$ cat config.mk
export PLATFORM = sky130hd
export DESIGN_NAME = timer_arbiter
export DESIGN_NICKNAME = d
export VERILOG_FILES = /design/src/rtl/timer_arbiter.sv
export SDC_FILE = /design/constraint.sdc
export NUM_CORES = 1
export LEC_CHECK = 0
export ABC_AREA = 1
export CAP_MARGIN = 15
export CORE_ASPECT_RATIO = 1.5
export CORE_MARGIN = 4
export CORE_UTILIZATION = 47
export DETAILED_ROUTE_END_ITERATION = 7
export GPL_ROUTABILITY_DRIVEN = 1
export PLACE_DENSITY = 0.85
export SLEW_MARGIN = 10
export SYNTH_ARGS = -nofsm -noshare
export SYNTH_HDL_FRONTEND = slang
export SYNTH_SLANG_ARGS = --single-unit
$ cat constraint.sdc
create_clock -name clk -period 4.1 [get_ports clk]
set_input_delay 1.025 -clock clk [delete_from_list [all_inputs] [get_ports clk]]
set_output_delay 1.025 -clock clk [all_outputs]
set_load 0.03 [all_outputs]
$ cat src/rtl/timer_arbiter.sv
// timer_arbiter: one shared down-counting interval timer, round-robin among N requesters.
// Build option TIMER_ABORT_EN lets abort cancel a running interval.
module timer_arbiter #(
  parameter int WIDTH = 32,
  parameter int N = 4,
  localparam int IW = $clog2(N)
) (
  input  logic             clk,
  input  logic             rst,
  input  logic [N-1:0]     req,
  input  logic [N*WIDTH-1:0] k,
  input  logic             abort,
  output logic [N-1:0]     gnt,
  output logic [N-1:0]     done,
  output logic             busy,
  output logic [IW-1:0]    cur_id,
  output logic [WIDTH-1:0] q
);

  typedef enum logic [1:0] {
    S_IDLE,
    S_RUN,
    S_DONE
  } state_t;

  state_t        state;
  logic [IW-1:0] last;
  logic [IW-1:0] win;
  logic [IW-1:0] idx;
  logic [N-1:0]  win_oh;
  logic          any;

`ifndef TIMER_ABORT_EN
  logic unused_abort;
  assign unused_abort = abort;
`endif

  // Scan downward so the nearest requester after last is written last.
  always_comb begin
    win = '0;
    idx = '0;
    any = 1'b0;
    for (int i = N; i >= 1; i--) begin
      idx = IW'((int'(last) + i) % N);
      if (req[idx]) begin
        win = idx;
        any = 1'b1;
      end
    end
    win_oh = '0;
    win_oh[win] = any;
  end

  always_ff @(posedge clk) begin
    if (rst) begin
      state  <= S_IDLE;
      q      <= '0;
      gnt    <= '0;
      done   <= '0;
      busy   <= 1'b0;
      cur_id <= '0;
      last   <= IW'(N - 1);
    end else begin
      unique case (state)
        S_IDLE: begin
          if (any) begin
            state  <= S_RUN;
            cur_id <= win;
            q      <= k[int'(win)*WIDTH +: WIDTH];
            gnt    <= win_oh;
            busy   <= 1'b1;
          end
        end
        S_RUN: begin
`ifdef TIMER_ABORT_EN
          if (abort) begin
            q     <= '0;
            gnt   <= '0;
            busy  <= 1'b0;
            last  <= cur_id;
            state <= S_IDLE;
          end else if (q == '0) begin
            done  <= gnt;
            state <= S_DONE;
          end else begin
            q <= q - WIDTH'(1);
          end
`else
          if (q == '0) begin
            done  <= gnt;
            state <= S_DONE;
          end else begin
            q <= q - WIDTH'(1);
          end
`endif
        end
        S_DONE: begin
          done  <= '0;
          gnt   <= '0;
          busy  <= 1'b0;
          last  <= cur_id;
          state <= S_IDLE;
        end
        default: state <= S_IDLE;
      endcase
    end
  end

endmodule
Yosys cells after proc, flatten, opt, wreduce, memory -nomap -nowiden
Index checks and enable logic that the tools add are counted.
Widths: inputs -> output; s select.
{"block": "totals", "register_bits": 47, "inputBits": 135, "out_inout_bits": 43, "elab_cells": 66}
{"block": "classes", "addsub": 5, "order_cmp": 6, "n_eq_ne": 5, "n_shift": 1, "muxes": 30, "bitwise_logic": 1, "n_reduce_logical": 11}
{"op": "$shiftx 128x8->32", "count": 1}
{"op": "$mux 32", "count": 2}
{"op": "$pmux 32 s2", "count": 1}
{"op": "$logic_not 32->1", "count": 1}
{"op": "$sub 32x1->32 const B", "count": 1}
{"op": "$pmux 4 s2", "count": 2}
{"op": "$lt 2x3->1 const B", "count": 5}
{"op": "$mux 2", "count": 6}
{"op": "$mux 1", "count": 10}
{"op": "$bmux 1 s2", "count": 4}
{"op": "$mux 4", "count": 2}
{"op": "$reduce_and 2->1", "count": 4}
{"op": "$ne 2x2->1 const B", "count": 3}
{"op": "$reduce_bool 2->1", "count": 3}
{"op": "$add 2x1->2 const B", "count": 2}
{"op": "$add 2x2->2 const B", "count": 2}
{"op": "$and 4x4->4", "count": 1}
{"op": "$pmux 2 s2", "count": 1}
{"op": "$reduce_and 3->1", "count": 1}
{"op": "$demux 1 s2", "count": 1}
{"op": "$eq 2x1->1 const B", "count": 1}
{"op": "$eq 2x2->1 const B", "count": 1}
{"op": "$ge 2x1->1 const B", "count": 1}
{"op": "$logic_not 2->1", "count": 1}
{"op": "2 further kinds", "count": 2}

Logic depth before layout (Yosys ltp)
{"block": "depth", "depth_word": 14, "depth_mapped": 19, "mapped_depth_nobuf": 17}

Worst setup path before layout
Ideal clock, no wire load.
{"block": "synth_path", "path_kind": "input -> register", "start": "input port req[1]", "end": "register q[27]", "setup_time_ns": 0.117, "arrival_time_ns": 2.213, "t_required_ns": 3.983, "slack_ns": 1.770, "stages": 17, "n_path_buf": 2, "path_cell_list": "inv_1 > nand2_1 > nand3_1 > nand2_1 > inv_1 > nand2_4 > nand2_4 > nand2_4 > nand2_4 > buf_12 > buf_6 > nand2_1 > nand2_1 > nand2_1 > nand2_1 > a21oi_1 > nor2_1"}
{"block": "synth_between", "elab_chain_cells": 9, "word_cells_on_any_way": 21, "cone_classes": "1 x eq/ne; 1 x shift; 18 x mux; 1 x reduce/logical"}
{"element": "from (decl)", "line": "10", "rtl": "input logic [N-1:0] req,"}
{"element": "$bmux 1 s2", "line": "45", "rtl": "if (req[idx]) begin"}
{"element": "$mux 1 (implied by the code)", "line": "45"}
{"element": "$mux 2 (4 in a row)", "line": "45"}
{"element": "$shiftx 128x8->32", "line": "69", "rtl": "q <= k[int'(win)*WIDTH +: WIDTH];"}
{"element": "$mux 32", "line": "66", "rtl": "if (any) begin"}
{"element": "$pmux 32 s2", "line": "64", "rtl": "unique case (state)"}
{"element": "to (signal assigned)", "line": "69"}
{"element": "to (signal assigned)", "line": "93", "rtl": "q <= q - WIDTH'(1);"}
{"element": "to (decl)", "line": "17", "rtl": "output logic [WIDTH-1:0] q"}
Several ways; a longest one is shown, not always the timed one. The select of a mux whose other input is x is not followed.
A chain may end at the register's enable or synchronous reset.

Worst setup path in the final report
{"block": "layout_path", "start": "input port req[3]", "end": "register q[1]"}
Same word-level chain as after synthesis.

==> summary.md <==
| Metric | Value |
|---|---|
| Pre-CTS setup slack | 0.585 ns |
| DRC Markers | 0 |
| Max-Slew Margin vs Limit | 45.0% |
| FMAX | 0.298 GHz |
| Drt wl/cell | 15.2 um |
| Initial Util | 48.9% |
| Synth warnings | 0 |
| Die ar. | 10,500 um2 |
| Total CTS buffers | 5 |
| Number of global-route vias before repair | 5,161 |
| Share of cells above drive strength 1 | 5.24% |
| Gp weighted congestion | 0.930 |
| Critical path capture point type | flip-flop |
| Post-synth top cells | nand2_1 (357), nand3_1 (58), nor2_1 (58) |
| Final Net Count | 1,053 |
| Slew of the pin with the lowest slew margin | 0.822 ns |
| Crit Path Category | input port to flip-flop |
| RSZ-0062 raised after global routing | no |
| Clock buffer depth | 2 |
| Synth cell types | 37 |
| Later-pin clock latency in the skew report | 0.29 ns |
| Cells after synthesis | 760 |
| GRT overflow | 0 |
| Setup TNS | 0 ns |
| Area leader, netlist | nand2_1 |
| Final setup fails | 0 |
| Number of synthesized flops with an enable pin | 0 |
| Most common cell in the netlist | nand2_1 |
| Crit Reg-Reg Startpoint | last[0]$_SDFFE_PP1P_ |
| Max cap viols | 0 |
| First-pass GRT wire length | 24,200 um |
| R2R cell count | 11 |
| Die Y | 123 um |
| Via Count | 5,454 |
| Top Ports | 178 |
| Sequential fraction of the synthesis area | 22.6% |
| Outcome | completed |
| Post-Syn Nets | 896 |
| DP HPWL | 12,200 um |
| Worst EP required | 4.25 ns |
| Final hold vios | 0 |
| Power per Cell Area | 297 nW/um2 |
| Largest net degree at the start of global routing | 57 |
| Area grow syn2layout | 45.5% |
| Fin crit share | 81.9% |
| Ranking of synthesized cells by area | nand2_1 (32%), dfxtp_1 (23%), nand3_1 (7.0%) |
| Vias per cell | 5.33 |
| DR iter-0 viols | 415 |
| Root Driver | clkbuf_16 |
| Worst-path fanout max | 14 |
| Critical Path Stages | 13 |
| Final min period | 3.36 ns |
| CP bufs+invs | 4 |
| Routed WL | 15,500 um |
| WHS Path Cells | 2 |
| Buffers on Ports | 176 |
| First-pass iteration count of the detailed router | 5 |
| Std cell rows | 41 |
| Critical path cell sequence | clkdlybuf4s50_1 > inv_1 > nand2_1 > nand2_1 > nand2_1 > nor3_1 > nand3b_4 > inv_1 > nor2_2 > buf_4 > a21oi_1 > nand2_1 > a21oi_1 |
| CP max stage cell | clkdlybuf4s50_1 |
| Antenna cells | 0 |
| Final Max Slew Viols | 0 |
| Clock skew | 0.00453 ns |
| RR Endpoint | q[1]$_SDFFE_PP0P_ |
| Final Util | 71.2% |
| Worst Path Arrival | 3.51 ns |
| CTS Hold Bufs | 0 |
| Post-cts sizing count | 0 |
| Leak | 2.90 nW |
| Hold path startpoint | done[1]$_SDFFE_PP0P_ |
| CTS Sinks | 47 |
| Share of flip-flops with an asynchronous set or reset | 0% |
| Most frequent CP cell | nand2_1 |
| HP Class | flip-flop to flip-flop |
| Number of buffers added for setup after CTS | 0 |
| Antenna violations before repair | 0 |
| Syn Std Cell Area | 4170 um2 |
| Cell family with most CP delay | simple AND/OR/NAND/NOR gates |
| Post-route ant nets | 0 |
| R2R Setup Slk | 1.27 ns |
| Die Width | 84.9 um |
| Seq cells post-synth | 47 |
| Worst IR drop on VDD | 0.239 mV |
| Critical path startpoint category | input port |
| Top FF cell, synth | dfxtp_1 |
| Hold Crit Endpoint | done[1]$_SDFFE_PP0P_ |
| Clk slew on worst S/H paths | 0.06 ns |
| H-tree levels | 2 |
| Gr usage total | 28.7% |
| CTS tree | built |
| Post-synth top area share | 32.2% |
| Fin worst setup slack | 0.742 ns |
| Mean Syn Cell Area | 5.48 um2 |
| Largest stage delay on the critical path | 0.45 ns |
| Core Area | 8520 um2 |
==> routing by layer <==
layer | part of all wire [%] | global-route usage (%) | vias to the layer above
li1 | - | - | 2725
met3 | 6.2 | 5.13 | 53
met4 | 7.0 | 18.9 | 0
met5 | 0 | 0 | -
met2 | 51 | 52.7 | 231
met1 | 36 | 29.6 | 2445
==> state kept, by name (all words and copies together), names as in the netlist <==
name,cells
q,32
done,4
gnt,4
cur_id,2
last,2
state,2
busy,1
==> placed cells by master (no fill, tap or decap), types with 11 or more instances in the layout <==
cell type | Yosys | routed
nand2_1 | 357 | 357
nor3_1 | 11 | 11
nor2_1 | 58 | 58
nand2_2 | 14 | 14
a21oi_1 | 48 | 48
nand3_1 | 58 | 58
o21ai_0 | 39 | 39
inv_1 | 41 | 41
dfxtp_1 | 47 | 47
clkdlybuf4s50_1 | 0 | 176
==> worst max-delay path by stage <==
stage / startpoint / slack (ns) / end
CTS: req[3] / 0.85 / q[1]$_SDFFE_PP0P_
global route: req[3] / 0.64 / q[1]$_SDFFE_PP0P_
global placement: req[3] / 0.68 / q[1]$_SDFFE_PP0P_
floorplan: req[1] / 1.77 / q[27]$_SDFFE_PP0P_
finish: req[3] / 0.74 / q[1]$_SDFFE_PP0P_
detailed placement: req[3] / 0.58 / q[1]$_SDFFE_PP0P_
==> cell families (layout without fill, tap and decap cells) <==
logic type / count (synthesis) / count (layout) / share of synthesized area, %
AND/OR/NAND/NOR: 518 / 518 / 52.4
AO/OA/AOI/OAI: 105 / 105 / 13.4
buffers and inverters: 79 / 235 / 9.25
flip-flops: 47 / 47 / 22.6
XOR/XNOR: 10 / 10 / 2.10
adder cells (fa/ha/maj): 1 / 1 / 0.300
==> report_power, final <==
part	internal (mW)	leakage, nW	switching (mW)
registers	0.506	0.388	0.0674
logic	0.357	2.45	0.493
clock network	0.219	0.0628	0.159
==> cell type report <==
class,instances,area [um2]
Fill cell,776,2450
Tap cell,107,134
Clock buffer,6,129
Timing Repair Buffer,183,1830
Inverter,46,183
Multi-Input combinational cell,634,2850
Sequential cell,47,941
==> worst min-delay path, delay by kind of cell, from the launching register on <==
kind | cells | cell delay [ns]
AND/OR/NAND/NOR | 1 | 0.05
flip-flops | 1 | 0.31
AO/OA/AOI/OAI | 1 | 0.06
==> stage by stage <==
stage | instance area, um2 | std cells | power [mW] | hold WS, ns
finish | 6060 | 1023 | 1.80 | 0.471
global placement | 5920 | 1017 | 1.41 | 0.452
floorplan | 4170 | 760 | 1.08 | 0.552
CTS | 6050 | 1023 | 1.80 | 0.472
detailed placement | 5920 | 1017 | 1.42 | 0.463
global route | 6060 | 1023 | 1.91 | 0.499
No activity file was read; power rests on OpenSTA's default activity.
